--- src/rtl/viterbi_pkg.sv ---
// Shared definitions for the frame-based K=3 rate-1/2 Viterbi decoder:
// FSM encoding, code generators, parameter defaults and trellis helpers.
package viterbi_pkg;

  localparam int NSYM_DEF    = 4;
  localparam int PM_W_DEF    = 5;
  localparam int PM_INIT_DEF = 16;

  // Generator taps over {u, s1, s0}.
  localparam logic [2:0] G_ODD  = 3'b111;
  localparam logic [2:0] G_EVEN = 3'b101;

  typedef enum logic [1:0] {
    ST_IDLE = 2'd0,
    ST_ACS  = 2'd1,
    ST_TB   = 2'd2,
    ST_OUT  = 2'd3
  } state_e;

  // Encoder output {odd, even} for input bit u leaving state s = {s1, s0}.
  function automatic logic [1:0] branch_out(input logic u, input logic [1:0] s);
    logic [2:0] taps;
    taps = {u, s};
    return {^(taps & G_ODD), ^(taps & G_EVEN)};
  endfunction

  function automatic logic [1:0] hamming2(input logic [1:0] a, input logic [1:0] b);
    logic [1:0] diff;
    diff = a ^ b;
    return {1'b0, diff[1]} + {1'b0, diff[0]};
  endfunction

endpackage

--- src/rtl/viterbi_acs4.sv ---
// Combinational add-compare-select for the 4-state trellis: one stage of
// new path metrics plus one survivor bit per destination state.
module viterbi_acs4
  import viterbi_pkg::*;
#(
  parameter int PM_W = PM_W_DEF
) (
  input  logic [3:0][PM_W-1:0] pm_i,
  input  logic [1:0]           sym_i,
  output logic [3:0][PM_W-1:0] pm_o,
  output logic [3:0]           surv_o
);

  // Destination n = {u, s1} is reached from {n[0], 0} and {n[0], 1}.
  for (genvar n = 0; n < 4; n++) begin : g_state
    localparam int   P_LO = 2 * (n % 2);
    localparam int   P_HI = P_LO + 1;
    localparam logic U    = (n / 2) == 1;

    logic [PM_W-1:0] m_lo;
    logic [PM_W-1:0] m_hi;

    assign m_lo = pm_i[P_LO] + PM_W'(hamming2(branch_out(U, 2'(P_LO)), sym_i));
    assign m_hi = pm_i[P_HI] + PM_W'(hamming2(branch_out(U, 2'(P_HI)), sym_i));

    // Strict compare: equal metrics keep the lower predecessor, survivor 0.
    assign surv_o[n] = (m_hi < m_lo);
    assign pm_o[n]   = surv_o[n] ? m_hi : m_lo;
  end

endmodule

--- src/rtl/viterbi_frame_ctrl.sv ---
// Frame controller: accepts NSYM received pairs, runs one ACS stage per
// cycle, traces back one stage per cycle and presents the decoded bits.
module viterbi_frame_ctrl
  import viterbi_pkg::*;
#(
  parameter int NSYM    = NSYM_DEF,
  parameter int PM_W    = PM_W_DEF,
  parameter int PM_INIT = PM_INIT_DEF
) (
  input  logic                clk,
  input  logic                rst_n,
  input  logic [2*NSYM-1:0]   in_data,
  input  logic                in_valid,
  output logic                in_ready,
  output logic [NSYM-1:0]     out_data,
  output logic [PM_W-1:0]     out_metric,
  output logic                out_valid,
  input  logic                out_ready,
  output logic                busy
);

  localparam int CNT_W = (NSYM > 1) ? $clog2(NSYM) : 1;
  localparam logic [CNT_W-1:0] LAST_STEP = CNT_W'(NSYM - 1);

  state_e                  state_q;
  logic                    in_ready_q;
  logic [2*NSYM-1:0]       frame_q;
  logic [3:0][PM_W-1:0]    pm_q;
  logic [NSYM-1:0][3:0]    surv_q;
  logic [CNT_W-1:0]        step_q;
  logic [1:0]              tb_state_q;
  logic [NSYM-1:0]         out_data_q;
  logic [PM_W-1:0]         out_metric_q;
  logic                    out_valid_q;

  logic [1:0]              sym;
  logic [3:0][PM_W-1:0]    pm_d;
  logic [3:0]              surv_d;
  logic [1:0]              best_state;
  logic [PM_W-1:0]         best_metric;

  viterbi_acs4 #(.PM_W(PM_W)) u_acs (
    .pm_i   (pm_q),
    .sym_i  (sym),
    .pm_o   (pm_d),
    .surv_o (surv_d)
  );

  always_comb begin
    // NOTE: every combinational output gets a default first so no path
    // through the block leaves it unassigned and infers a latch.
    sym         = '0;
    best_state  = '0;
    best_metric = pm_d[0];
    for (int i = 0; i < NSYM; i++) begin
      if (step_q == CNT_W'(i)) sym = frame_q[2*i +: 2];
    end
    // Strict compare keeps the lowest-indexed state on a tie.
    for (int k = 1; k < 4; k++) begin
      if (pm_d[k] < best_metric) begin
        best_state  = 2'(k);
        best_metric = pm_d[k];
      end
    end
  end

  // NOTE: sequential state uses non-blocking assignments only, so every
  // register samples the pre-edge values regardless of statement order.
  always_ff @(posedge clk or negedge rst_n) begin
    if (!rst_n) begin
      state_q      <= ST_IDLE;
      in_ready_q   <= 1'b0;
      frame_q      <= '0;
      pm_q         <= '0;
      // NOTE: the survivor store is only NSYM x 4 flops, not a RAM, so it is
      // cleared with everything else rather than left uninitialised.
      surv_q       <= '0;
      step_q       <= '0;
      tb_state_q   <= '0;
      out_data_q   <= '0;
      out_metric_q <= '0;
      out_valid_q  <= 1'b0;
    end else begin
      case (state_q)
        ST_IDLE: begin
          in_ready_q <= 1'b1;
          if (in_valid && in_ready_q) begin
            in_ready_q <= 1'b0;
            frame_q    <= in_data;
            pm_q       <= {{3{PM_W'(PM_INIT)}}, {PM_W{1'b0}}};
            step_q     <= '0;
            state_q    <= ST_ACS;
          end
        end
        ST_ACS: begin
          pm_q           <= pm_d;
          surv_q[step_q] <= surv_d;
          if (step_q == LAST_STEP) begin
            out_metric_q <= best_metric;
            tb_state_q   <= best_state;
            state_q      <= ST_TB;
          end else begin
            step_q <= step_q + 1'b1;
          end
        end
        ST_TB: begin
          // The decoded bit is s1 of the state reached after this stage.
          out_data_q[step_q] <= tb_state_q[1];
          tb_state_q         <= {tb_state_q[0], surv_q[step_q][tb_state_q]};
          if (step_q == '0) begin
            out_valid_q <= 1'b1;
            state_q     <= ST_OUT;
          end else begin
            step_q <= step_q - 1'b1;
          end
        end
        ST_OUT: begin
          if (out_ready) begin
            out_valid_q <= 1'b0;
            in_ready_q  <= 1'b1;
            state_q     <= ST_IDLE;
          end
        end
        default: state_q <= ST_IDLE;
      endcase
    end
  end

  assign in_ready   = in_ready_q;
  assign out_data   = out_data_q;
  assign out_metric = out_metric_q;
  assign out_valid  = out_valid_q;
  assign busy       = (state_q != ST_IDLE);

endmodule

--- config.mk ---
export PLATFORM = sky130hd
export DESIGN_NAME = viterbi_frame_ctrl
export DESIGN_NICKNAME = d
export VERILOG_FILES = /design/src/rtl/viterbi_pkg.sv /design/src/rtl/viterbi_acs4.sv /design/src/rtl/viterbi_frame_ctrl.sv
export SDC_FILE = /design/constraint.sdc
export NUM_CORES = 1
export LEC_CHECK = 0
export CORE_ASPECT_RATIO = 1.2
export CORE_MARGIN = 5
export CORE_UTILIZATION = 53
export CTS_BUF_LIST = sky130_fd_sc_hd__clkbuf_4 sky130_fd_sc_hd__clkbuf_8
export CTS_CLUSTER_SIZE = 28
export DETAILED_ROUTE_END_ITERATION = 10
export GPL_TIMING_DRIVEN = 0
export PLACE_DENSITY_LB_ADDON = 0.2
export SLEW_MARGIN = 40
export SYNTH_ARGS = -nofsm -noshare
export SYNTH_HDL_FRONTEND = slang
export SYNTH_SLANG_ARGS = --single-unit
--- constraint.sdc ---
create_clock -name clk -period 8.91 [get_ports clk]
set_clock_uncertainty 0.15 [all_clocks]
set_input_delay 1.3365 -clock clk [delete_from_list [all_inputs] [get_ports clk]]
set_output_delay 1.3365 -clock clk [all_outputs]
set_load 0.03 [all_outputs]
==> results.py <==
metrics = {
    "detailed_routing": {
        "wl_per_cell_um": 19.3,
        "vias_per_cell": 6.00,
        "routed_wl_um": 13700,
        "route.detailed.drc": 0,
        "drt_iter0_drc": 221,
        "dr.pass1.iters": 5,
        "vias": 4260,
        "antenna_left": 0,
    },
    "placed_design": {
        "dpl_cell_area_um2": 5280,
        "hpwl_um": 9580,
        "numPortBuffers": 23,
        "gp_congestion": 0.889,
    },
    "cts": {
        "cts_buffers": 9,
        "insertion_delay_ps": 360,
        "htree_levels": 3,
        "cts_tree": "built",
        "cts.sink_count": 61,
        "cts_buffer_depth": 2,
        "clk_pin_slew_ps": 80,
        "cts_root_buf": "clkbuf_8",
    },
    "timing": {
        "slew_headroom_pct": 52.0,
        "timing.final.crit_share_pct": 98.0,
        "setup_violations": 0,
        "finalCriticalPeriod_ps": 8730,
        "slew_viol_final": 0,
        "worstMarginPinSlew_ps": 717,
        "fmax_mhz": 115,
        "hold_viol": 0,
    },
    "yosys": {
        "avgSynthCellArea_um2": 9.51,
        "synth-main-ff-cell": "dfrtp_1",
        "yosys.area.top_type_share_pct": 31.3,
        "syn-num-nets": 577,
        "yosys_warnings": 0,
        "ys_async_sr_fraction_pct": 100,
        "yosysSeqAreaShare_pct": 31.3,
        "ys_top_cells_by_count": "66 x nand2_1, 61 x dfrtp_1, 52 x ha_1",
        "synth_area_leaders": "dfrtp_1 31%, ha_1 13%, mux2_2 5.8%",
        "synth_cells": 513,
        "synth.most_common_cell": "nand2_1",
        "synth_seq_cells": 61,
        "synth_top_cell_by_area": "dfrtp_1",
        "synth-edff-count": 0,
        "synth_area_um2": 4880,
        "yosysUniqueCellTypes": 68,
    },
    "floorplan": {
        "ioPinCount": 24,
        "dieHeight_um": 115,
        "initial_core_util_pct": 54.0,
        "rows": 38,
        "core-area_um2": 9030,
        "die_area_um2": 11200,
        "die_w_um": 97.6,
    },
    "critical_path": {
        "reg2reg_slack_ps": 180,
        "max_stage_delay_ps": 480,
        "worstPathArrival_ps": 8790,
        "reg2regPathDepth": 45,
        "worstPathMaxFanout": 7,
        "critPathRequiredTime_ps": 8970,
        "cpMostUsedCell": "ha_4",
        "reg2reg_from": "step_q[0]",
        "crit_path_top_delay_cell": "or4b_4",
        "crit_type": "reg -> reg",
        "cp-start-kind": "flip-flop",
        "rr_endpoint": "out_metric[4]",
        "endpoint_kind": "flip-flop",
    },
    "grt": {
        "grtUsageTotal_pct": 24.1,
        "grt_max_degree": 36,
        "overflow": 0,
        "antenna_found_initial": 0,
        "grt_first_pass_wirelength_um": 21300,
        "grt_pass1_vias": 4180,
    },
    "finish": {
        "areaGrowthSynthToFinish_pct": 27.5,
        "fillers": 636,
        "antenna_cells": 0,
        "stdcell_area_um2": 6220,
        "nets": 649,
        "multiInputGateArea_um2": 3520,
        "drive_above_1_share_pct": 29.5,
        "seqCellArea_um2": 1530,
    },
    "run_status": {
        "status": "completed",
    },
    "min_path": {
        "min_path_cells": 2,
        "min_to": "surv_q[0]",
        "worstHoldPathType": "reg -> reg",
        "worstHoldStart": "surv_q[0]",
    },
    "run": {
        "drv_cap": 0,
    },
}
==> kinds of logic (layout without fill, tap and decap cells) <==
group                    after synthesis  count (layout)  synth area share (%)
multiplexers                          43              43                  10.7
AO/OA/AOI/OAI                        136             136                  20.3
XOR/XNOR                              29              29                  5.21
adder cells (fa/ha/maj)               56              56                  14.2
buffers and inverters                 54             131                  5.00
AND/OR/NAND/NOR                      134             134                  13.3
flip-flops                            61              61                  31.3
==> layer usage <==
metal / track usage [%] / vias to the layer above / part of all wire [%]
li1: - / 1988 / -
met1: 27.4 / 2088 / 39
met2: 44.2 / 145 / 52
met3: 3.76 / 39 / 4.2
met4: 12.2 / 0 / 4.9
met5: 0 / - / 0
==> cells in the final DEF, fill, tap and decap left out, types with 7 or more instances in the layout <==
| master | Yosys | routed |
|---|---|---|
| nand2_1 | 66 | 63 |
| o21ai_0 | 35 | 28 |
| a21oi_1 | 22 | 14 |
| mux2_2 | 25 | 24 |
| clkdlybuf4s50_1 | 0 | 22 |
| a22o_1 | 13 | 12 |
| nand2b_1 | 7 | 7 |
| ha_4 | 0 | 13 |
| xnor2_1 | 16 | 12 |
| o21ai_1 | 5 | 9 |
| xor2_1 | 13 | 12 |
| ha_2 | 0 | 7 |
| clkbuf_1 | 11 | 10 |
| dfrtp_1 | 61 | 60 |
| a21o_1 | 14 | 13 |
| mux2i_1 | 13 | 10 |
| inv_1 | 36 | 30 |
| nor2_1 | 23 | 20 |
| ha_1 | 52 | 32 |
| buf_4 | 3 | 39 |
| clkbuf_8 | 0 | 12 |
==> registers in the layout, summed over array words and instances (netlist names) <==
| signal | count |
|---|---|
| out_metric | 5 |
| in_ready | 1 |
| state_q | 2 |
| tb_state_q | 2 |
| surv_q | 16 |
| out_valid | 1 |
| out_data | 4 |
| pm_q | 20 |
| step_q | 2 |
| frame_q | 8 |
==> worst max-delay path, delay by kind of cell, from the launching register on <==
| family | cells | cell delay (ps) |
|---|---|---|
| compound gates | 21 | 3990 |
| simple gates | 8 | 1120 |
| flops | 1 | 370 |
| xor+xnor | 1 | 190 |
| buf+inv | 6 | 710 |
| mux | 1 | 190 |
| fa+ha+maj | 8 | 1850 |
==> how the worst max path moves through the flow <==
stage	slack, ps	to	from	depth (start not counted)
after floorplan	140	out_metric[0]	step_q[0]	46
after global placement	-1120	out_metric[0]	step_q[0]	46
after detailed placement	-1330	out_metric[0]	step_q[0]	46
after CTS	3	out_metric[1]	step_q[0]	44
after global routing	-150	out_metric[4]	step_q[0]	45
final	180	out_metric[4]	step_q[0]	45
==> final cells by class <==
class | instances | share of cell area, %
Clock buffer | 11 | 2.43
Tap cell | 120 | 2.41
Clock inverter | 5 | 1.31
Buffer | 18 | 1.97
Multi-Input combinational cell | 398 | 56.5
Sequential cell | 61 | 24.6
Timing Repair Buffer | 61 | 8.57
Inverter | 36 | 2.21
==> metrics by stage <==
stage	cells	worst slack, ps	setup TNS (ps)	hold slack, ps	util [%]
floorplan	513	141	0	291	-
global placement	656	-1120	-7240	306	58.2
detailed placement	657	-1330	-8600	321	58.4
CTS	691	2.90	0	337	63.7
global route	710	-152	-705	358	68.9
finish	710	181	0	337	68.9
==> repair_timing <==
action,in CTS,in global routing
hold buffers,0,0
buffers inserted,18,19
resized for setup,25,70
setup endpoints to repair,7,7
pin swaps,8,36
Power is left out: the tool's default activity adds up to more than one toggle a clock period on the data nets, which glitch-free logic cannot reach.
